===== src/rtl/float_to_fixed_if.sv =====
// Handshake bundle for float_to_fixed: the operand goes in on stb/ack, the fixed-point result comes out on stb/ack.
// The producer/consumer side takes the master modport and the converter takes the slave modport.
interface float_to_fixed_if;
    logic [31:0] input_a;
    logic        input_a_stb;
    logic        input_a_ack;
    logic [31:0] output_z;
    logic        output_z_sat;
    logic        output_z_stb;
    logic        output_z_ack;

    modport master (
        output input_a,
        output input_a_stb,
        output output_z_ack,
        input  input_a_ack,
        input  output_z,
        input  output_z_sat,
        input  output_z_stb
    );

    modport slave (
        input  input_a,
        input  input_a_stb,
        input  output_z_ack,
        output input_a_ack,
        output output_z,
        output output_z_sat,
        output output_z_stb
    );
endinterface


===== src/rtl/float_to_fixed.sv =====
// IEEE-754 single to saturated 32-bit signed fixed point with FRAC_BITS fraction bits.
// The value is aligned one bit per cycle and then rounded to nearest-even.
module float_to_fixed #(
    parameter int FRAC_BITS = 16
) (
    input logic         clk,
    input logic         rst,
    float_to_fixed_if.slave bus
);

    typedef enum logic [2:0] {
        GET_A,
        UNPACK,
        SPECIAL_CASES,
        ALIGN,
        ROUND,
        PACK,
        PUT_Z
    } state_t;

    localparam logic signed [9:0] FB = 10'(FRAC_BITS);

    state_t state, state_next;

    logic [31:0]        a;
    logic               s;
    logic signed [9:0]  e;
    logic [23:0]        m;
    logic [31:0]        mag;
    logic               guard;
    logic               sticky;
    logic [9:0]         count;
    logic               shift_left;
    logic [31:0]        z;
    logic               sat;
    logic               a_ack;
    logic               z_stb;

    logic signed [9:0]  e_fb;
    logic signed [9:0]  shift;
    logic [9:0]         shift_abs;
    logic               is_nan;
    logic               is_inf;
    logic               is_zero;
    logic               is_min_neg;
    logic               early_out;

    assign e_fb       = e + FB;
    assign shift      = e_fb - 10'sd23;
    assign shift_abs  = shift[9] ? (~shift + 10'd1) : shift;
    assign is_nan     = (a[30:23] == 8'hFF) && (a[22:0] != 23'd0);
    assign is_inf     = (a[30:23] == 8'hFF) && (a[22:0] == 23'd0);
    assign is_zero    = (a[30:0] == 31'd0);
    assign is_min_neg = s && (m == 24'h800000);
    // Exactly -2^31 is the only operand with e+FB = 31 that fits; it still takes the early exit.
    assign early_out  = is_nan || is_inf || is_zero || (e_fb >= 10'sd31) || (shift < -10'sd25);

    assign bus.input_a_ack  = a_ack;
    assign bus.output_z     = z;
    assign bus.output_z_sat = sat;
    assign bus.output_z_stb = z_stb;

    always_ff @(posedge clk or negedge rst) begin
        if (!rst) begin
            state <= GET_A;
        end else begin
            state <= state_next;
        end
    end

    always_comb begin
        state_next = state;
        case (state)
            GET_A:         if (a_ack && bus.input_a_stb) state_next = UNPACK;
            UNPACK:        state_next = SPECIAL_CASES;
            SPECIAL_CASES: state_next = early_out ? PUT_Z : ALIGN;
            ALIGN:         if (count <= 10'd1) state_next = ROUND;
            ROUND:         state_next = PACK;
            PACK:          state_next = PUT_Z;
            PUT_Z:         if (z_stb && bus.output_z_ack) state_next = GET_A;
            default:       state_next = GET_A;
        endcase
    end

    always_ff @(posedge clk or negedge rst) begin
        if (!rst) begin
            a          <= 32'd0;
            s          <= 1'b0;
            e          <= 10'sd0;
            m          <= 24'd0;
            mag        <= 32'd0;
            guard      <= 1'b0;
            sticky     <= 1'b0;
            count      <= 10'd0;
            shift_left <= 1'b0;
            z          <= 32'd0;
            sat        <= 1'b0;
            a_ack      <= 1'b0;
            z_stb      <= 1'b0;
        end else begin
            case (state)
                GET_A: begin
                    a_ack <= 1'b1;
                    if (a_ack && bus.input_a_stb) begin
                        a     <= bus.input_a;
                        a_ack <= 1'b0;
                    end
                end
                UNPACK: begin
                    s <= a[31];
                    if (a[30:23] == 8'd0) begin
                        e <= -10'sd126;
                        m <= {1'b0, a[22:0]};
                    end else begin
                        e <= $signed({2'b00, a[30:23]}) - 10'sd127;
                        m <= {1'b1, a[22:0]};
                    end
                end
                SPECIAL_CASES: begin
                    if (is_nan) begin
                        z   <= 32'd0;
                        sat <= 1'b1;
                    end else if (is_inf) begin
                        z   <= s ? 32'h8000_0000 : 32'h7FFF_FFFF;
                        sat <= 1'b1;
                    end else if (is_zero) begin
                        z   <= 32'd0;
                        sat <= 1'b0;
                    end else if ((e_fb > 10'sd31) || ((e_fb == 10'sd31) && !is_min_neg)) begin
                        z   <= s ? 32'h8000_0000 : 32'h7FFF_FFFF;
                        sat <= 1'b1;
                    end else if (e_fb == 10'sd31) begin
                        z   <= 32'h8000_0000;
                        sat <= 1'b0;
                    end else if (shift < -10'sd25) begin
                        z   <= 32'd0;
                        sat <= 1'b0;
                    end else begin
                        mag        <= {8'd0, m};
                        guard      <= 1'b0;
                        sticky     <= 1'b0;
                        count      <= shift_abs;
                        shift_left <= !shift[9];
                    end
                end
                ALIGN: begin
                    if (count != 10'd0) begin
                        count <= count - 10'd1;
                        if (shift_left) begin
                            mag <= mag << 1;
                        end else begin
                            mag    <= mag >> 1;
                            guard  <= mag[0];
                            sticky <= sticky | guard;
                        end
                    end
                end
                ROUND: begin
                    if (guard && (sticky || mag[0])) mag <= mag + 32'd1;
                end
                PACK: begin
                    z   <= s ? (~mag + 32'd1) : mag;
                    sat <= 1'b0;
                end
                PUT_Z: begin
                    z_stb <= 1'b1;
                    if (z_stb && bus.output_z_ack) z_stb <= 1'b0;
                end
                default: begin
                    a_ack <= 1'b0;
                    z_stb <= 1'b0;
                end
            endcase
        end
    end

endmodule


===== src/flat_wrapper.sv =====
// flat-port wrapper written by rule: the top's interface ports become plain ports
module float_to_fixed_flat 
#(
    parameter int FRAC_BITS = 16
)
  (clk, rst, bus_input_a, bus_input_a_stb, bus_output_z_ack, bus_input_a_ack, bus_output_z, bus_output_z_sat, bus_output_z_stb);
  float_to_fixed_if bus_i ();
  input logic clk;
  input logic rst;
  input wire logic [$bits(bus_i.input_a)-1:0] bus_input_a;
  input wire logic [$bits(bus_i.input_a_stb)-1:0] bus_input_a_stb;
  input wire logic [$bits(bus_i.output_z_ack)-1:0] bus_output_z_ack;
  output wire logic [$bits(bus_i.input_a_ack)-1:0] bus_input_a_ack;
  output wire logic [$bits(bus_i.output_z)-1:0] bus_output_z;
  output wire logic [$bits(bus_i.output_z_sat)-1:0] bus_output_z_sat;
  output wire logic [$bits(bus_i.output_z_stb)-1:0] bus_output_z_stb;
  assign bus_i.input_a = bus_input_a;
  assign bus_i.input_a_stb = bus_input_a_stb;
  assign bus_i.output_z_ack = bus_output_z_ack;
  assign bus_input_a_ack = bus_i.input_a_ack;
  assign bus_output_z = bus_i.output_z;
  assign bus_output_z_sat = bus_i.output_z_sat;
  assign bus_output_z_stb = bus_i.output_z_stb;
  float_to_fixed #(.FRAC_BITS(FRAC_BITS)) u_core (.clk(clk), .rst(rst), .bus(bus_i));
endmodule

===== config.mk =====
export PLATFORM = sky130hd
export DESIGN_NAME = float_to_fixed_flat
export DESIGN_NICKNAME = d
export VERILOG_FILES = /design/src/rtl/float_to_fixed_if.sv /design/src/rtl/float_to_fixed.sv /design/src/flat_wrapper.sv
export SDC_FILE = /design/constraint.sdc
export NUM_CORES = 1
export LEC_CHECK = 0
export ABC_AREA = 1
export BUFFER_PORTS_ARGS = -buffer_cell sky130_fd_sc_hd__buf_2
export CAP_MARGIN = 0
export CORE_ASPECT_RATIO = 1.2
export CORE_MARGIN = 3
export CORE_UTILIZATION = 45
export CTS_BUF_LIST = sky130_fd_sc_hd__clkbuf_8
export DETAILED_ROUTE_END_ITERATION = 10
export GPL_TIMING_DRIVEN = 0
export PLACE_DENSITY_LB_ADDON = 0.12
export SYNTH_ARGS = -nofsm -noshare
export SYNTH_HDL_FRONTEND = slang
export SYNTH_SLANG_ARGS = --single-unit

===== constraint.sdc =====
create_clock -name clk -period 4.7 [get_ports clk]
set_clock_uncertainty 0.15 [all_clocks]
set_input_delay 0 -clock clk [delete_from_list [all_inputs] [get_ports clk]]
set_output_delay 0 -clock clk [all_outputs]
set_load 0.01 [all_outputs]

==> results of run 1 <==
## where the power goes
part	internal, mW	switching [mW]
clock	0.407	0.628
sequential	1.87	0.455
combinational	1.58	3.30
total	3.85	4.39
## state kept, by name (all words and copies together) (netlist names), 3 cells and up
name	count
u_core.mag	32
u_core.bus.output_z	32
u_core.m	24
u_core.state	3
u_core.count	10
u_core.a	32
u_core.e	9
## cells by family after synthesis
group           Yosys count  share of synthesized area
simple gates            873                     0.3808
compound gates          230                     0.1231
buf+inv                 204                    0.08646
flops                   149                     0.3761
mux                      13                    0.01477
fa+ha+maj                10                    0.01262
xor+xnor                  7                   0.006185
## cell usage after synthesis, types with 2 or more instances
cell type                  instances
sky130_fd_sc_hd__o31ai_1           3
sky130_fd_sc_hd__o21ai_1           4
sky130_fd_sc_hd__o21ai_0         120
sky130_fd_sc_hd__a21oi_1          78
sky130_fd_sc_hd__dfrtp_1         149
sky130_fd_sc_hd__a31oi_1           2
sky130_fd_sc_hd__a211oi_1          2
sky130_fd_sc_hd__xor2_1            5
sky130_fd_sc_hd__buf_6             6
sky130_fd_sc_hd__buf_1             6
sky130_fd_sc_hd__nand2_4           6
sky130_fd_sc_hd__nor2_2            6
sky130_fd_sc_hd__clkbuf_1         40
sky130_fd_sc_hd__nor3_1           25
sky130_fd_sc_hd__o22ai_1           3
sky130_fd_sc_hd__o211ai_1         12
sky130_fd_sc_hd__a21boi_0          2
sky130_fd_sc_hd__nor4_1            2
sky130_fd_sc_hd__nand4_1          24
sky130_fd_sc_hd__ha_1             10
sky130_fd_sc_hd__inv_1           118
sky130_fd_sc_hd__buf_2            14
sky130_fd_sc_hd__or2_1             2
sky130_fd_sc_hd__clkbuf_2          2
sky130_fd_sc_hd__o221ai_1          2
sky130_fd_sc_hd__nand3_2           2
sky130_fd_sc_hd__nor3b_1           2
sky130_fd_sc_hd__nand2_1         452
sky130_fd_sc_hd__nand2_2           9
sky130_fd_sc_hd__nand3_1         197
sky130_fd_sc_hd__xnor2_1           2
sky130_fd_sc_hd__nand3b_1          4
sky130_fd_sc_hd__mux2_2           13
sky130_fd_sc_hd__nor2_1          135
sky130_fd_sc_hd__buf_4             7
sky130_fd_sc_hd__inv_2            11
sky130_fd_sc_hd__or2_2             4
## per-stage QoR
stage               utilization  power (mW)  area, sq um
finish                   0.5360       8.236        11440
global placement         0.4969       7.106        10600
detailed placement       0.4985       7.164        10640
floorplan                     -       5.660         9913
global route             0.5360       9.019        11440
CTS                      0.5360       8.239        11440
## area by class of cell
class / count / area, sq um
fillers: 2213 / 9899
flip-flops and latches: 149 / 3729
repair buffers: 108 / 772.0
clock buffers: 17 / 234.0
well taps: 270 / 337.8
clock inverters: 15 / 178.9
inverters: 129 / 484.2
multi-input cells: 1133 / 5328
plain buffers: 75 / 372.9
## critical path, cell delays in order (launching register included)
cell and delay [ns]:
sky130_fd_sc_hd__dfrtp_1 0.52, sky130_fd_sc_hd__inv_1 0.28, sky130_fd_sc_hd__ha_1 0.25, sky130_fd_sc_hd__nand3_1 0.13, sky130_fd_sc_hd__inv_1 0.12, sky130_fd_sc_hd__nand2_1 0.09, sky130_fd_sc_hd__nor2_1 0.10, sky130_fd_sc_hd__nand2_1 0.13
sky130_fd_sc_hd__o21ai_0 0.47, sky130_fd_sc_hd__a21oi_1 0.12, sky130_fd_sc_hd__o21ai_0 0.13, sky130_fd_sc_hd__nand2_1 0.09, sky130_fd_sc_hd__nand2_1 0.08, sky130_fd_sc_hd__nand2_1 0.05
## per-layer routing
| metal | global-route usage | share of wire | up-vias |
|---|---|---|---|
| met5 | 0 | 0 | - |
| li1 | - | - | 5136 |
| met3 | 0.03560 | 0.049 | 64 |
| met1 | 0.3553 | 0.42 | 4805 |
| met2 | 0.5026 | 0.50 | 324 |
| met4 | 0.09349 | 0.028 | 0 |
## path summary, 6_finish.rpt
| path | start | end | slack [ns] | depth (start not counted) |
|---|---|---|---|---|
| max reg2reg | u_core.mag[0] | u_core.bus.output_z[22] | 1.88 | 13 |
| min reg2reg | u_core.mag[30] | u_core.mag[30] | 0.33 | 2 |
| max in group asynchronous | rst | u_core.mag[22] | 3.49 | 4 |
| min in group asynchronous | rst | u_core.bus.output_z[17] | 0.44 | 4 |
| max | u_core.mag[0] | u_core.bus.output_z[22] | 1.88 | 13 |
| min | bus_input_a[17] | u_core.a[17] | 0.13 | 3 |
## what timing repair did
action,in CTS,in global routing
setup buffers,0,0
gates resized for setup,0,0
endpoints found under the setup margin,0,0
hold endpoints to repair,186,0
hold buffers,37,0
==> flow_summary.html, run 1 <==
<table>
<tr><th>Metric</th><th>Value</th></tr>
<tr><th colspan="2">Run status</th></tr>
<tr><td>Outcome</td><td>finished, final reports clean</td></tr>
<tr><th colspan="2">Die</th></tr>
<tr><td>Die height</td><td>about 170 um</td></tr>
<tr><td>Initial Utilization</td><td>0.4646</td></tr>
<tr><td># IOs</td><td>71</td></tr>
<tr><td>Number of cell rows</td><td>58</td></tr>
<tr><td>Width of the die</td><td>141.5 um</td></tr>
<tr><td>CORE AREA</td><td>21340 sq um</td></tr>
<tr><td>Die Footprint</td><td>23850 sq um</td></tr>
<tr><th colspan="2">Clock tree</th></tr>
<tr><td>Clk pin slew, worst setup/hold paths</td><td>0.11 ns</td></tr>
<tr><td>Skew-Pair Late Insertion Delay</td><td>0.49 ns</td></tr>
<tr><td>Clock tree root driver cell</td><td>sky130_fd_sc_hd__clkbuf_8</td></tr>
<tr><td>Number of buffers inserted during clock tree synthesis</td><td>17</td></tr>
<tr><td>Count of H-tree levels built during CTS</td><td>4</td></tr>
<tr><td>Clock tree from TritonCTS</td><td>yes</td></tr>
<tr><td>CTS Sinks</td><td>149</td></tr>
<tr><td>CTS Buffer Depth</td><td>2</td></tr>
<tr><th colspan="2">STA</th></tr>
<tr><td>Post-route setup slack</td><td>between 1.5 and 2 ns</td></tr>
<tr><td>Unrepaired setup endpoints after global routing</td><td>false</td></tr>
<tr><td>Total setup violations reported at the end of the flow</td><td>0</td></tr>
<tr><td>Timing-limited maximum frequency</td><td>354.3 MHz</td></tr>
<tr><td>Crit path time final</td><td>2.822 ns</td></tr>
<tr><td>Slew Viols, Final</td><td>0</td></tr>
<tr><td>Worst Tran Pin Value</td><td>1.008 ns</td></tr>
<tr><td>Worst hold slack</td><td>0.1295 ns</td></tr>
<tr><td>Setup TNS</td><td>0 ns</td></tr>
<tr><td>Worst rel slew slack</td><td>0.3281</td></tr>
<tr><td>Count of final hold-check violations</td><td>0</td></tr>
<tr><td>Tcrit/Tclk final</td><td>0.6005</td></tr>
<tr><th colspan="2">Layout</th></tr>
<tr><td>N_diodes</td><td>0</td></tr>
<tr><td>Area growth, synth to finish</td><td>15.36%</td></tr>
<tr><td>Most frequent cells in the layout</td><td>452 x sky130_fd_sc_hd__nand2_1, 197 x sky130_fd_sc_hd__nand3_1, 149 x sky130_fd_sc_hd__dfrtp_1</td></tr>
<tr><td>Total number of nets in the final design</td><td>approximately 1.7k</td></tr>
<tr><td>Number of standard cells in the final layout excluding fillers</td><td>between 1.5k and 2k</td></tr>
<tr><td>Fraction of layout instances using a drive strength above 1</td><td>0.1150</td></tr>
<tr><td>Most common cell after layout, fill and taps aside</td><td>sky130_fd_sc_hd__nand2_1</td></tr>
<tr><th colspan="2">Route</th></tr>
<tr><td>Number of iterations in the first detailed-routing pass</td><td>6</td></tr>
<tr><td>Post-detailed-route via-to-cell ratio</td><td>5.448</td></tr>
<tr><td>Wire per inst</td><td>about 17 um</td></tr>
<tr><td>Remaining DRCs</td><td>0</td></tr>
<tr><td>Number of routed nets with antenna violations</td><td>0</td></tr>
<tr><td>Total via count in the routed design</td><td>10.33k</td></tr>
<tr><td>Total wirelength of the detailed-routed design</td><td>33130 um</td></tr>
<tr><td>Violation count after the first detailed-routing iteration</td><td>581</td></tr>
<tr><th colspan="2">GRT</th></tr>
<tr><td>Global routing usage summed across all routing layers</td><td>0.2828</td></tr>
<tr><td>First-pass GRT wire length</td><td>53480 um</td></tr>
<tr><td>Largest net degree at the start of global routing</td><td>92</td></tr>
<tr><td>Initial antenna violation count</td><td>0</td></tr>
<tr><td>Grt ovf</td><td>0</td></tr>
<tr><td>Number of global-route vias before repair</td><td>10.15k</td></tr>
<tr><th colspan="2">Placed design</th></tr>
<tr><td>Count of input and output buffers</td><td>70</td></tr>
<tr><td>Setup slack at placement</td><td>around 1.9 ns</td></tr>
<tr><td>Post-DP HPWL</td><td>25530 um</td></tr>
<tr><td>Gpl congestion</td><td>~1</td></tr>
<tr><td>Post-placement cell count</td><td>1827</td></tr>
<tr><th colspan="2">Synth</th></tr>
<tr><td>Number of cells produced by synthesis</td><td>1486</td></tr>
<tr><td>Number of storage elements in the synthesis netlist</td><td>149</td></tr>
<tr><td>Post-synth top area share</td><td>0.3761</td></tr>
<tr><td>Cell taking the most area after synthesis</td><td>sky130_fd_sc_hd__dfrtp_1</td></tr>
<tr><td>Post-Syn Area</td><td>9913 sq um</td></tr>
<tr><td>Post-synth cell types</td><td>42</td></tr>
<tr><td>Number of synthesized flops with an enable pin</td><td>0</td></tr>
<tr><td>Leading cell types by total area after synthesis</td><td>sky130_fd_sc_hd__dfrtp_1 38%, sky130_fd_sc_hd__nand2_1 17%, sky130_fd_sc_hd__nand3_1 9.9%, sky130_fd_sc_hd__o21ai_0 6.1%, sky130_fd_sc_hd__nor2_1 5.1%</td></tr>
<tr><td>Mean post-synth cell area</td><td>approximately 6.7 sq um</td></tr>
<tr><td>YS warnings</td><td>0</td></tr>
<tr><td>Seq/Total Area, Yosys</td><td>0.3761</td></tr>
<tr><td>Share of synthesized flip-flops with an asynchronous set or reset</td><td>1.000</td></tr>
<tr><td>Nets in the synthesized netlist</td><td>1532</td></tr>
<tr><td>Most used DFF post-synth</td><td>sky130_fd_sc_hd__dfrtp_1</td></tr>
<tr><th colspan="2">Critical path</th></tr>
<tr><td>Launching element type of the critical path</td><td>flip-flop</td></tr>
<tr><td>Worst-path fanout max</td><td>7</td></tr>
<tr><td>Crit end category</td><td>flip-flop</td></tr>
<tr><td>Signal arrival time at the worst endpoint</td><td>roughly 3.1 ns</td></tr>
<tr><td>Critical path data required time</td><td>around 4.9 ns</td></tr>
<tr><td>Critical Setup Path Class</td><td>flip-flop to flip-flop</td></tr>
<tr><th colspan="2">Run</th></tr>
<tr><td>Maximum capacitance violations</td><td>0</td></tr>
<tr><th colspan="2">Power</th></tr>
<tr><td>IR Drop Worst-Case VDD</td><td>between 0.0003 and 0.0004 V</td></tr>
<tr><td>Leakage Power</td><td>5.624 nW</td></tr>
<tr><td>Power density normalized to cell area</td><td>720.2 nW/um^2</td></tr>
<tr><th colspan="2">Min path</th></tr>
<tr><td>HP Class</td><td>input pin to flip-flop</td></tr>
</table>
Note: power is estimated with default switching activity, not from simulation.
==> run 2: changes to the inputs <==
clock period = 2.6 ns   (was 4.7 ns; I/O delays follow)
==> flow_summary.html, run 2 (same netlist as run 1, synthesis figures left out) <==
<table>
<tr><th>Metric</th><th>Value</th></tr>
<tr><th colspan="2">STA</th></tr>
<tr><td>Slew Viols, Final</td><td>0 (unchanged)</td></tr>
<tr><td>Tcrit/Tclk final</td><td>0.9484 (+0.3479)</td></tr>
<tr><td>Worst rel slew slack</td><td>0.4870 (+0.1589)</td></tr>
<tr><td>Timing-limited maximum frequency</td><td>405.5 MHz (+14%)</td></tr>
<tr><td>Crit path time final</td><td>2.466 ns (-0.3563 ns)</td></tr>
<tr><td>Total setup violations reported at the end of the flow</td><td>0 (unchanged)</td></tr>
<tr><td>Worst Tran Pin Value</td><td>0.7667 ns (-0.2412 ns)</td></tr>
<tr><td>Post-route setup slack</td><td>0.1341 ns (-1.744 ns)</td></tr>
<tr><td>Count of final hold-check violations</td><td>0 (unchanged)</td></tr>
<tr><th colspan="2">Run</th></tr>
<tr><td>Maximum capacitance violations</td><td>0 (unchanged)</td></tr>
<tr><th colspan="2">Layout</th></tr>
<tr><td>Area growth, synth to finish</td><td>17.10%</td></tr>
<tr><td>Most frequent cells in the layout</td><td>445 x sky130_fd_sc_hd__nand2_1, 197 x sky130_fd_sc_hd__nand3_1, 145 x sky130_fd_sc_hd__dfrtp_1</td></tr>
<tr><td>Utilization after layout</td><td>0.5441 (+0.008092)</td></tr>
<tr><td>Fraction of layout instances using a drive strength above 1</td><td>0.1360 (+0.02102)</td></tr>
<tr><td>Most common cell after layout, fill and taps aside</td><td>sky130_fd_sc_hd__nand2_1</td></tr>
<tr><td>Number of standard cells in the final layout excluding fillers</td><td>1902 (+0.32%)</td></tr>
<tr><td>Total number of nets in the final design</td><td>1665 (+0.36%)</td></tr>
<tr><td>N_diodes</td><td>0 (unchanged)</td></tr>
<tr><td>Fill cell total of the finished layout</td><td>2201 (-0.54%)</td></tr>
<tr><th colspan="2">Die</th></tr>
<tr><td>CORE AREA</td><td>21340 sq um (unchanged)</td></tr>
<tr><td>Die Footprint</td><td>23850 sq um (unchanged)</td></tr>
<tr><td>Number of cell rows</td><td>58 (unchanged)</td></tr>
<tr><td>Initial Utilization</td><td>0.4646 (unchanged)</td></tr>
<tr><td># IOs</td><td>71 (unchanged)</td></tr>
<tr><td>Die height</td><td>168.6 um (unchanged)</td></tr>
<tr><td>Width of the die</td><td>141.5 um (unchanged)</td></tr>
<tr><th colspan="2">Critical path</th></tr>
<tr><td>Crit end category</td><td>flip-flop</td></tr>
<tr><td>Reg-to-reg critical path endpoint</td><td>u_core.mag[10]</td></tr>
<tr><td>FF-to-FF Start</td><td>u_core.state[0]</td></tr>
<tr><td>Launching element type of the critical path</td><td>flip-flop</td></tr>
<tr><td>Number of buffers and inverters on the critical path</td><td>3 (+1)</td></tr>
<tr><td>Chain of cells forming the critical path</td><td>nor2_1, inv_2, nor2_1, buf_2, a21oi_2, clkbuf_1, nand3_1, nand2_1</td></tr>
<tr><td>Critical path data required time</td><td>2.88 ns (-2.05 ns)</td></tr>
<tr><td>FF-to-FF path depth</td><td>8 (-5)</td></tr>
<tr><td>Critical Setup Path Class</td><td>flip-flop to flip-flop</td></tr>
<tr><td>Kind of cell with the highest combined delay on the critical path</td><td>buffers and inverters</td></tr>
<tr><td>Largest stage delay on the critical path</td><td>0.55 ns (+0.03 ns)</td></tr>
<tr><td>Max stage delay cell, worst path</td><td>sky130_fd_sc_hd__a21oi_2</td></tr>
<tr><td>CP dominant cell by count</td><td>sky130_fd_sc_hd__nor2_1</td></tr>
<tr><td>Worst setup slack for register-to-register paths</td><td>0.13 ns (-1.74 ns)</td></tr>
<tr><td>Worst-path fanout max</td><td>10 (+3)</td></tr>
<tr><td>Signal arrival time at the worst endpoint</td><td>2.74 ns (-0.31 ns)</td></tr>
<tr><th colspan="2">Clock tree</th></tr>
<tr><td>CTS Buffer Depth</td><td>2 (unchanged)</td></tr>
<tr><td>Clock tree from TritonCTS</td><td>yes</td></tr>
<tr><td>Count of H-tree levels built during CTS</td><td>4 (unchanged)</td></tr>
<tr><td>Number of buffers inserted during clock tree synthesis</td><td>17 (unchanged)</td></tr>
<tr><td>Clock tree root driver cell</td><td>sky130_fd_sc_hd__clkbuf_8</td></tr>
<tr><td>CTS Sinks</td><td>149 (unchanged)</td></tr>
<tr><td>Clk pin slew, worst setup/hold paths</td><td>0.10 ns (about the same)</td></tr>
<tr><td>Skew-Pair Late Insertion Delay</td><td>0.49 ns (about the same)</td></tr>
<tr><th colspan="2">Placed design</th></tr>
<tr><td>Setup slack at placement</td><td>-0.1826 ns (-2.100 ns)</td></tr>
<tr><td>Post-DP HPWL</td><td>25530 um (unchanged)</td></tr>
<tr><td>Gpl congestion</td><td>0.9986 (unchanged)</td></tr>
<tr><td>Post-placement cell count</td><td>1827 (unchanged)</td></tr>
<tr><td>Count of input and output buffers</td><td>70 (unchanged)</td></tr>
<tr><th colspan="2">Power</th></tr>
<tr><td>Switching share of power</td><td>0.5303 (-0.002172)</td></tr>
<tr><td>IR Drop Worst-Case VDD</td><td>0.0007207 V (+90%)</td></tr>
<tr><td>Leakage Power</td><td>5.651 nW (+0.48%)</td></tr>
<tr><td>Post-route total power</td><td>15.16 mW (+84%)</td></tr>
<tr><td>Total internal power</td><td>7.120 mW (+85%)</td></tr>
<tr><td>Register share of total power</td><td>0.277 (-0.005)</td></tr>
<tr><td>Logic pwr share</td><td>0.599 (+0.007)</td></tr>
<tr><td>Power density normalized to cell area</td><td>1306 nW/um^2 (+81%)</td></tr>
<tr><td>Relative contribution of the clock network to total power</td><td>0.124 (-0.002)</td></tr>
<tr><td>P_sw</td><td>8.039 mW (+83%)</td></tr>
<tr><th colspan="2">Min path</th></tr>
<tr><td>Min-delay src</td><td>bus_input_a[17]</td></tr>
<tr><td>HP Class</td><td>input pin to flip-flop</td></tr>
<tr><td>Instance count along the most critical hold path</td><td>3 (unchanged)</td></tr>
<tr><td>Worst Hold Path EP</td><td>u_core.a[17]</td></tr>
<tr><th colspan="2">GRT</th></tr>
<tr><td>Largest net degree at the start of global routing</td><td>92 (unchanged)</td></tr>
<tr><td>First-pass GRT wire length</td><td>53480 um (unchanged)</td></tr>
<tr><td>Number of global-route vias before repair</td><td>10.15k (unchanged)</td></tr>
<tr><td>Initial antenna violation count</td><td>0 (unchanged)</td></tr>
<tr><td>Grt ovf</td><td>0 (unchanged)</td></tr>
<tr><td>Global routing usage summed across all routing layers</td><td>0.2828 (unchanged)</td></tr>
<tr><th colspan="2">Route</th></tr>
<tr><td>Remaining DRCs</td><td>0 (unchanged)</td></tr>
<tr><td>Number of iterations in the first detailed-routing pass</td><td>6 (unchanged)</td></tr>
<tr><td>Number of routed nets with antenna violations</td><td>0 (unchanged)</td></tr>
<tr><td>Total via count in the routed design</td><td>10.30k (-0.29%)</td></tr>
<tr><td>Wire per inst</td><td>17.43 um (-0.25%)</td></tr>
<tr><td>Violation count after the first detailed-routing iteration</td><td>560 (-3.6%)</td></tr>
<tr><td>Total wirelength of the detailed-routed design</td><td>33150 um (about the same)</td></tr>
<tr><td>Post-detailed-route via-to-cell ratio</td><td>5.415 (-0.60%)</td></tr>
<tr><th colspan="2">Run status</th></tr>
<tr><td>Outcome</td><td>finished, final reports clean</td></tr>
</table>
run 2: cell types whose count changed in the layout (fill, tap and decap cells not counted), sizes merged:
cell,change
clkbuf,+1
buf,+5
run 2: through the flow:
stage | TNS, ns | instance area [sq um] | hold WS [ns]
finish | 0 | 11610 | 0.1278
global route | -0.005449 | 11610 | 0.1191
CTS | 0 | 11440 | 0.09941
detailed placement | -1.555 | 10640 | -0.1408
global placement | -137.56 | 10600 | 0.08137
floorplan | 0 | 9913 | -0.4456
run 2: power groups by stage:
stage                     Sequential (mW)  Clock [mW]  Combinational (mW)
after global placement               4.20           0                8.64
after floorplan                      4.14           0                6.10
after CTS                            4.18        1.91                8.81
final                                4.20        1.88                9.08
after detailed placement             4.23           0                8.72
after global routing                 4.34        2.00                10.2
run 2: worst max path at each step:
stage,from,end,slack (ns),depth (start not counted)
after CTS,u_core.e[4],u_core.mag[10],0.02,14
after global placement,rst,u_core.e[0],-0.93,1
after floorplan,u_core.e[4],u_core.mag[24],0.37,15
final,u_core.state[0],u_core.mag[10],0.13,8
after detailed placement,u_core.mag[0],u_core.bus.output_z[22],-0.18,13
after global routing,u_core.e[4],u_core.bus.output_z[6],-0.005,16
run 2: worst min-delay path: cells and delay by family:
kind                   cells  cell delay (ns)
muxes                      1             0.12
buffers and inverters      2             0.61
run 2: repair_timing:
item                       CTS  global route
hold endpoints to repair   186             0
buffers inserted             0             7
setup endpoints to repair   56            77
hold buffers                37             0
pin swaps                    0             3
resized for setup            5            35
run 2: final cells by class:
class / instances / area (sq um) / area share
timing repair buffer: 115 / 824.5 / 0.07103
sequential: 149 / 3734 / 0.3216
inverter: 129 / 484.2 / 0.04171
clock inverter: 15 / 178.9 / 0.01541
multi-input combinational: 1133 / 5436 / 0.4683
buffer: 74 / 379.1 / 0.03266
clock buffer: 17 / 234.0 / 0.02016
tap: 270 / 337.8 / 0.02910
run 2: routing by layer:
metal	global-route usage	up-vias	wire [um]
li1	-	5148	-
met1	0.3553	4774	14030
met2	0.5026	315	16570
met3	0.03560	62	1610
met4	0.09349	0	936
met5	0	-	0
==> run 3: changes to the inputs <==
clock period = 2.4 ns   (was 2.6 ns; I/O delays follow)
==> flow_summary.html, run 3 (same netlist as run 1, synthesis figures left out) <==
<table>
<tr><th>Metric</th><th>Value</th></tr>
<tr><th colspan="2">Run status</th></tr>
<tr><td>Outcome</td><td>finished, final reports clean</td></tr>
<tr><th colspan="2">Critical path</th></tr>
<tr><td>Largest stage delay on the critical path</td><td>0.46 ns (-0.09 ns)</td></tr>
<tr><td>Critical path data required time</td><td>2.62 ns (-0.26 ns)</td></tr>
<tr><td>Reg-to-reg critical path endpoint</td><td>u_core.bus.output_z[23]</td></tr>
<tr><td>Max stage delay cell, worst path</td><td>sky130_fd_sc_hd__dfrtp_2</td></tr>
<tr><td>Crit end category</td><td>flip-flop</td></tr>
<tr><td>FF-to-FF path depth</td><td>16 (+8)</td></tr>
<tr><td>Worst setup slack for register-to-register paths</td><td>0.01 ns (-0.12 ns)</td></tr>
<tr><td>Worst-path fanout max</td><td>7 (-3)</td></tr>
<tr><td>Signal arrival time at the worst endpoint</td><td>2.61 ns (-0.13 ns)</td></tr>
<tr><td>FF-to-FF Start</td><td>u_core.e[4]</td></tr>
<tr><td>Chain of cells forming the critical path</td><td>buf_6, buf_4, nand3_2, nand2_2, nand2_2, nor2_4, nand2_1, nand2_2, inv_2, nor3_4, nand2_4, nand2_8, nand2_8, buf_2, nand2_1, nand2_1</td></tr>
<tr><td>Source of the critical timing path</td><td>u_core.e[4]</td></tr>
<tr><td>Launching element type of the critical path</td><td>flip-flop</td></tr>
<tr><td>Critical Setup Path Class</td><td>flip-flop to flip-flop</td></tr>
<tr><th colspan="2">Die</th></tr>
<tr><td>Die height</td><td>168.6 um (unchanged)</td></tr>
<tr><td># IOs</td><td>71 (unchanged)</td></tr>
<tr><td>CORE AREA</td><td>21340 sq um (unchanged)</td></tr>
<tr><td>Die Footprint</td><td>23850 sq um (unchanged)</td></tr>
<tr><td>Number of cell rows</td><td>58 (unchanged)</td></tr>
<tr><td>Initial Utilization</td><td>0.4646 (unchanged)</td></tr>
<tr><td>Width of the die</td><td>141.5 um (unchanged)</td></tr>
<tr><th colspan="2">Route</th></tr>
<tr><td>Violation count after the first detailed-routing iteration</td><td>572 (+2.1%)</td></tr>
<tr><td>Detailed-routed wire length on met3</td><td>1806 um (+12%)</td></tr>
<tr><td>Wire per inst</td><td>17.71 um (+1.6%)</td></tr>
<tr><td>Highest layer used for signal routing</td><td>met4</td></tr>
<tr><td>Detailed-routed wire length on met2</td><td>16990 um (+2.5%)</td></tr>
<tr><td>Total via count in the routed design</td><td>10.45k (+1.5%)</td></tr>
<tr><td>Number of routed nets with antenna violations</td><td>0 (unchanged)</td></tr>
<tr><td>Post-detailed-route via-to-cell ratio</td><td>5.464 (+0.91%)</td></tr>
<tr><td>Number of iterations in the first detailed-routing pass</td><td>6 (unchanged)</td></tr>
<tr><td>Total wirelength of the detailed-routed design</td><td>33890 um (+2.2%)</td></tr>
<tr><td>Detailed-route wire length on metal 1</td><td>14010 um (-0.12%)</td></tr>
<tr><td>Remaining DRCs</td><td>0 (unchanged)</td></tr>
<tr><th colspan="2">Layout</th></tr>
<tr><td>Most common cell after layout, fill and taps aside</td><td>sky130_fd_sc_hd__nand2_1</td></tr>
<tr><td>Area growth, synth to finish</td><td>21.86%</td></tr>
<tr><td>Fraction of layout instances using a drive strength above 1</td><td>0.1856 (+0.04961)</td></tr>
<tr><td>Most frequent cells in the layout</td><td>409 x sky130_fd_sc_hd__nand2_1, 191 x sky130_fd_sc_hd__nand3_1, 145 x sky130_fd_sc_hd__dfrtp_1</td></tr>
<tr><td>N_diodes</td><td>0 (unchanged)</td></tr>
<tr><td>Final cell area excluding filler cells</td><td>12080 sq um (+4.1%)</td></tr>
<tr><td>Total number of nets in the final design</td><td>1676 (+0.66%)</td></tr>
<tr><th colspan="2">GRT</th></tr>
<tr><td>Global routing usage summed across all routing layers</td><td>0.2847 (+0.001890)</td></tr>
<tr><td>First-pass GRT wire length</td><td>53840 um (+0.68%)</td></tr>
<tr><td>Initial antenna violation count</td><td>0 (unchanged)</td></tr>
<tr><td>Number of global-route vias before repair</td><td>10.23k (+0.87%)</td></tr>
<tr><td>Grt ovf</td><td>0 (unchanged)</td></tr>
<tr><td>Largest net degree at the start of global routing</td><td>92 (unchanged)</td></tr>
<tr><th colspan="2">Power</th></tr>
<tr><td>Relative contribution of the clock network to total power</td><td>0.116 (-0.008)</td></tr>
<tr><td>Switching share of power</td><td>0.5278 (-0.002576)</td></tr>
<tr><td>Register share of total power</td><td>0.262 (-0.015)</td></tr>
<tr><td>IR Drop Worst-Case VDD</td><td>0.0008785 V (+22%)</td></tr>
<tr><td>P_sw</td><td>9.237 mW (+15%)</td></tr>
<tr><td>Leakage Power</td><td>5.830 nW (+3.2%)</td></tr>
<tr><td>Power density normalized to cell area</td><td>1449 nW/um^2 (+11%)</td></tr>
<tr><td>Total internal power</td><td>8.265 mW (+16%)</td></tr>
<tr><td>Post-route total power</td><td>17.50 mW (+15%)</td></tr>
<tr><td>Logic pwr share</td><td>0.622 (+0.023)</td></tr>
<tr><th colspan="2">STA</th></tr>
<tr><td>Count of final hold-check violations</td><td>0 (unchanged)</td></tr>
<tr><td>Timing-limited maximum frequency</td><td>418.6 MHz (+3.2%)</td></tr>
<tr><td>Unrepaired setup endpoints after global routing</td><td>true</td></tr>
<tr><td>Worst rel slew slack</td><td>0.4865 (-0.0005240)</td></tr>
<tr><td>Slew Viols, Final</td><td>0 (unchanged)</td></tr>
<tr><td>Tcrit/Tclk final</td><td>0.9954 (+0.04700)</td></tr>
<tr><td>Total setup violations reported at the end of the flow</td><td>0 (unchanged)</td></tr>
<tr><td>Worst Tran Pin Value</td><td>0.7674 ns (+0.0007840 ns)</td></tr>
<tr><td>Crit path time final</td><td>2.389 ns (-0.07688 ns)</td></tr>
<tr><th colspan="2">Clock tree</th></tr>
<tr><td>Count of H-tree levels built during CTS</td><td>4 (unchanged)</td></tr>
<tr><td>Skew-Pair Late Insertion Delay</td><td>0.49 ns (about the same)</td></tr>
<tr><td>Clock tree from TritonCTS</td><td>yes</td></tr>
<tr><td>CTS Sinks</td><td>149 (unchanged)</td></tr>
<tr><td>Number of buffers inserted during clock tree synthesis</td><td>17 (unchanged)</td></tr>
<tr><td>Clock tree root driver cell</td><td>sky130_fd_sc_hd__clkbuf_8</td></tr>
<tr><td>Clk pin slew, worst setup/hold paths</td><td>0.11 ns (about the same)</td></tr>
<tr><td>CTS Buffer Depth</td><td>2 (unchanged)</td></tr>
<tr><th colspan="2">Placed design</th></tr>
<tr><td>Gpl congestion</td><td>0.9986 (unchanged)</td></tr>
<tr><td>Count of input and output buffers</td><td>70 (unchanged)</td></tr>
<tr><td>Post-DP Area</td><td>10640 sq um (unchanged)</td></tr>
<tr><td>Post-DP HPWL</td><td>25530 um (unchanged)</td></tr>
<tr><th colspan="2">Min path</th></tr>
<tr><td>Instance count along the most critical hold path</td><td>3 (unchanged)</td></tr>
<tr><td>HP Class</td><td>input pin to flip-flop</td></tr>
<tr><td>Worst Hold Path EP</td><td>u_core.a[17]</td></tr>
<tr><td>Min-delay src</td><td>bus_input_a[17]</td></tr>
<tr><th colspan="2">Run</th></tr>
<tr><td>Maximum capacitance violations</td><td>0 (unchanged)</td></tr>
</table>
-- run 3: cell types whose count changed in the layout (fill, tap and decap cells not counted), sizes merged --
| cell | previous run | this run |
|---|---|---|
| buf | 110 | 118 |
| clkbuf | 60 | 63 |
-- run 3: how the worst max path moves through the flow --
stage,endpoint,slack [ns],cells after the start
global route,u_core.bus.output_z[1],-0.09,13
CTS,u_core.mag[30],0.004,13
finish,u_core.bus.output_z[23],0.01,16
detailed placement,u_core.bus.output_z[22],-0.38,13
global placement,u_core.e[0],-1.13,1
floorplan,u_core.mag[24],0.17,15
-- run 3: per-layer routing --
metal,vias up,GRT usage
li1,5180,-
met1,4865,0.3560
met2,339,0.5009
met3,69,0.03928
met4,0,0.1031
met5,-,0
-- run 3: what timing repair did --
action,CTS,global route
endpoints found under the hold margin,186,0
endpoints found under the setup margin,77,80
setup buffers,9,8
cloned,0,3
hold buffers,36,0
pin swaps,2,15
resized for setup,34,124
-- run 3: critical path: cells and delay by family, from the launching register on --
kind / cells / cell delay [ns]
buffers and inverters: 4 / 0.45
DFF: 1 / 0.46
and+or+nand+nor: 12 / 1.22
-- run 3: area by class of cell --
type / instances / area, sq um
clock inverter: 15 / 178.9
timing repair buffer: 127 / 934.6
fill: 2165 / 9255
tap: 270 / 337.8
multi-input combinational: 1133 / 5741
buffer: 73 / 429.2
inverter: 129 / 491.7
sequential: 149 / 3734
clock buffer: 17 / 234.0
-- run 3: per-stage QoR --
step	TNS (ns)	hold WS [ns]	utilization	std cells	setup slack (ns)
4_1_cts	0	0.09941	0.5429	1903	0.004187
6_report	0	0.1239	0.5662	1913	0.01100
3_5_place_dp	-16.19	-0.1408	0.4985	1827	-0.3826
2_1_floorplan	0	-0.4456	-	1486	0.1707
3_3_place_gp	-180.41	0.08137	0.4969	1826	-1.131
5_1_grt	-4.667	0.1159	0.5662	1913	-0.09275
-- run 3: power by group through the flow --
stage	logic, mW	registers, mW	clock network, mW
floorplan	6.60	4.48	0
global placement	9.36	4.55	0
detailed placement	9.45	4.58	0
CTS	9.88	4.51	2.07
global route	12.1	4.73	2.18
finish	10.9	4.59	2.03
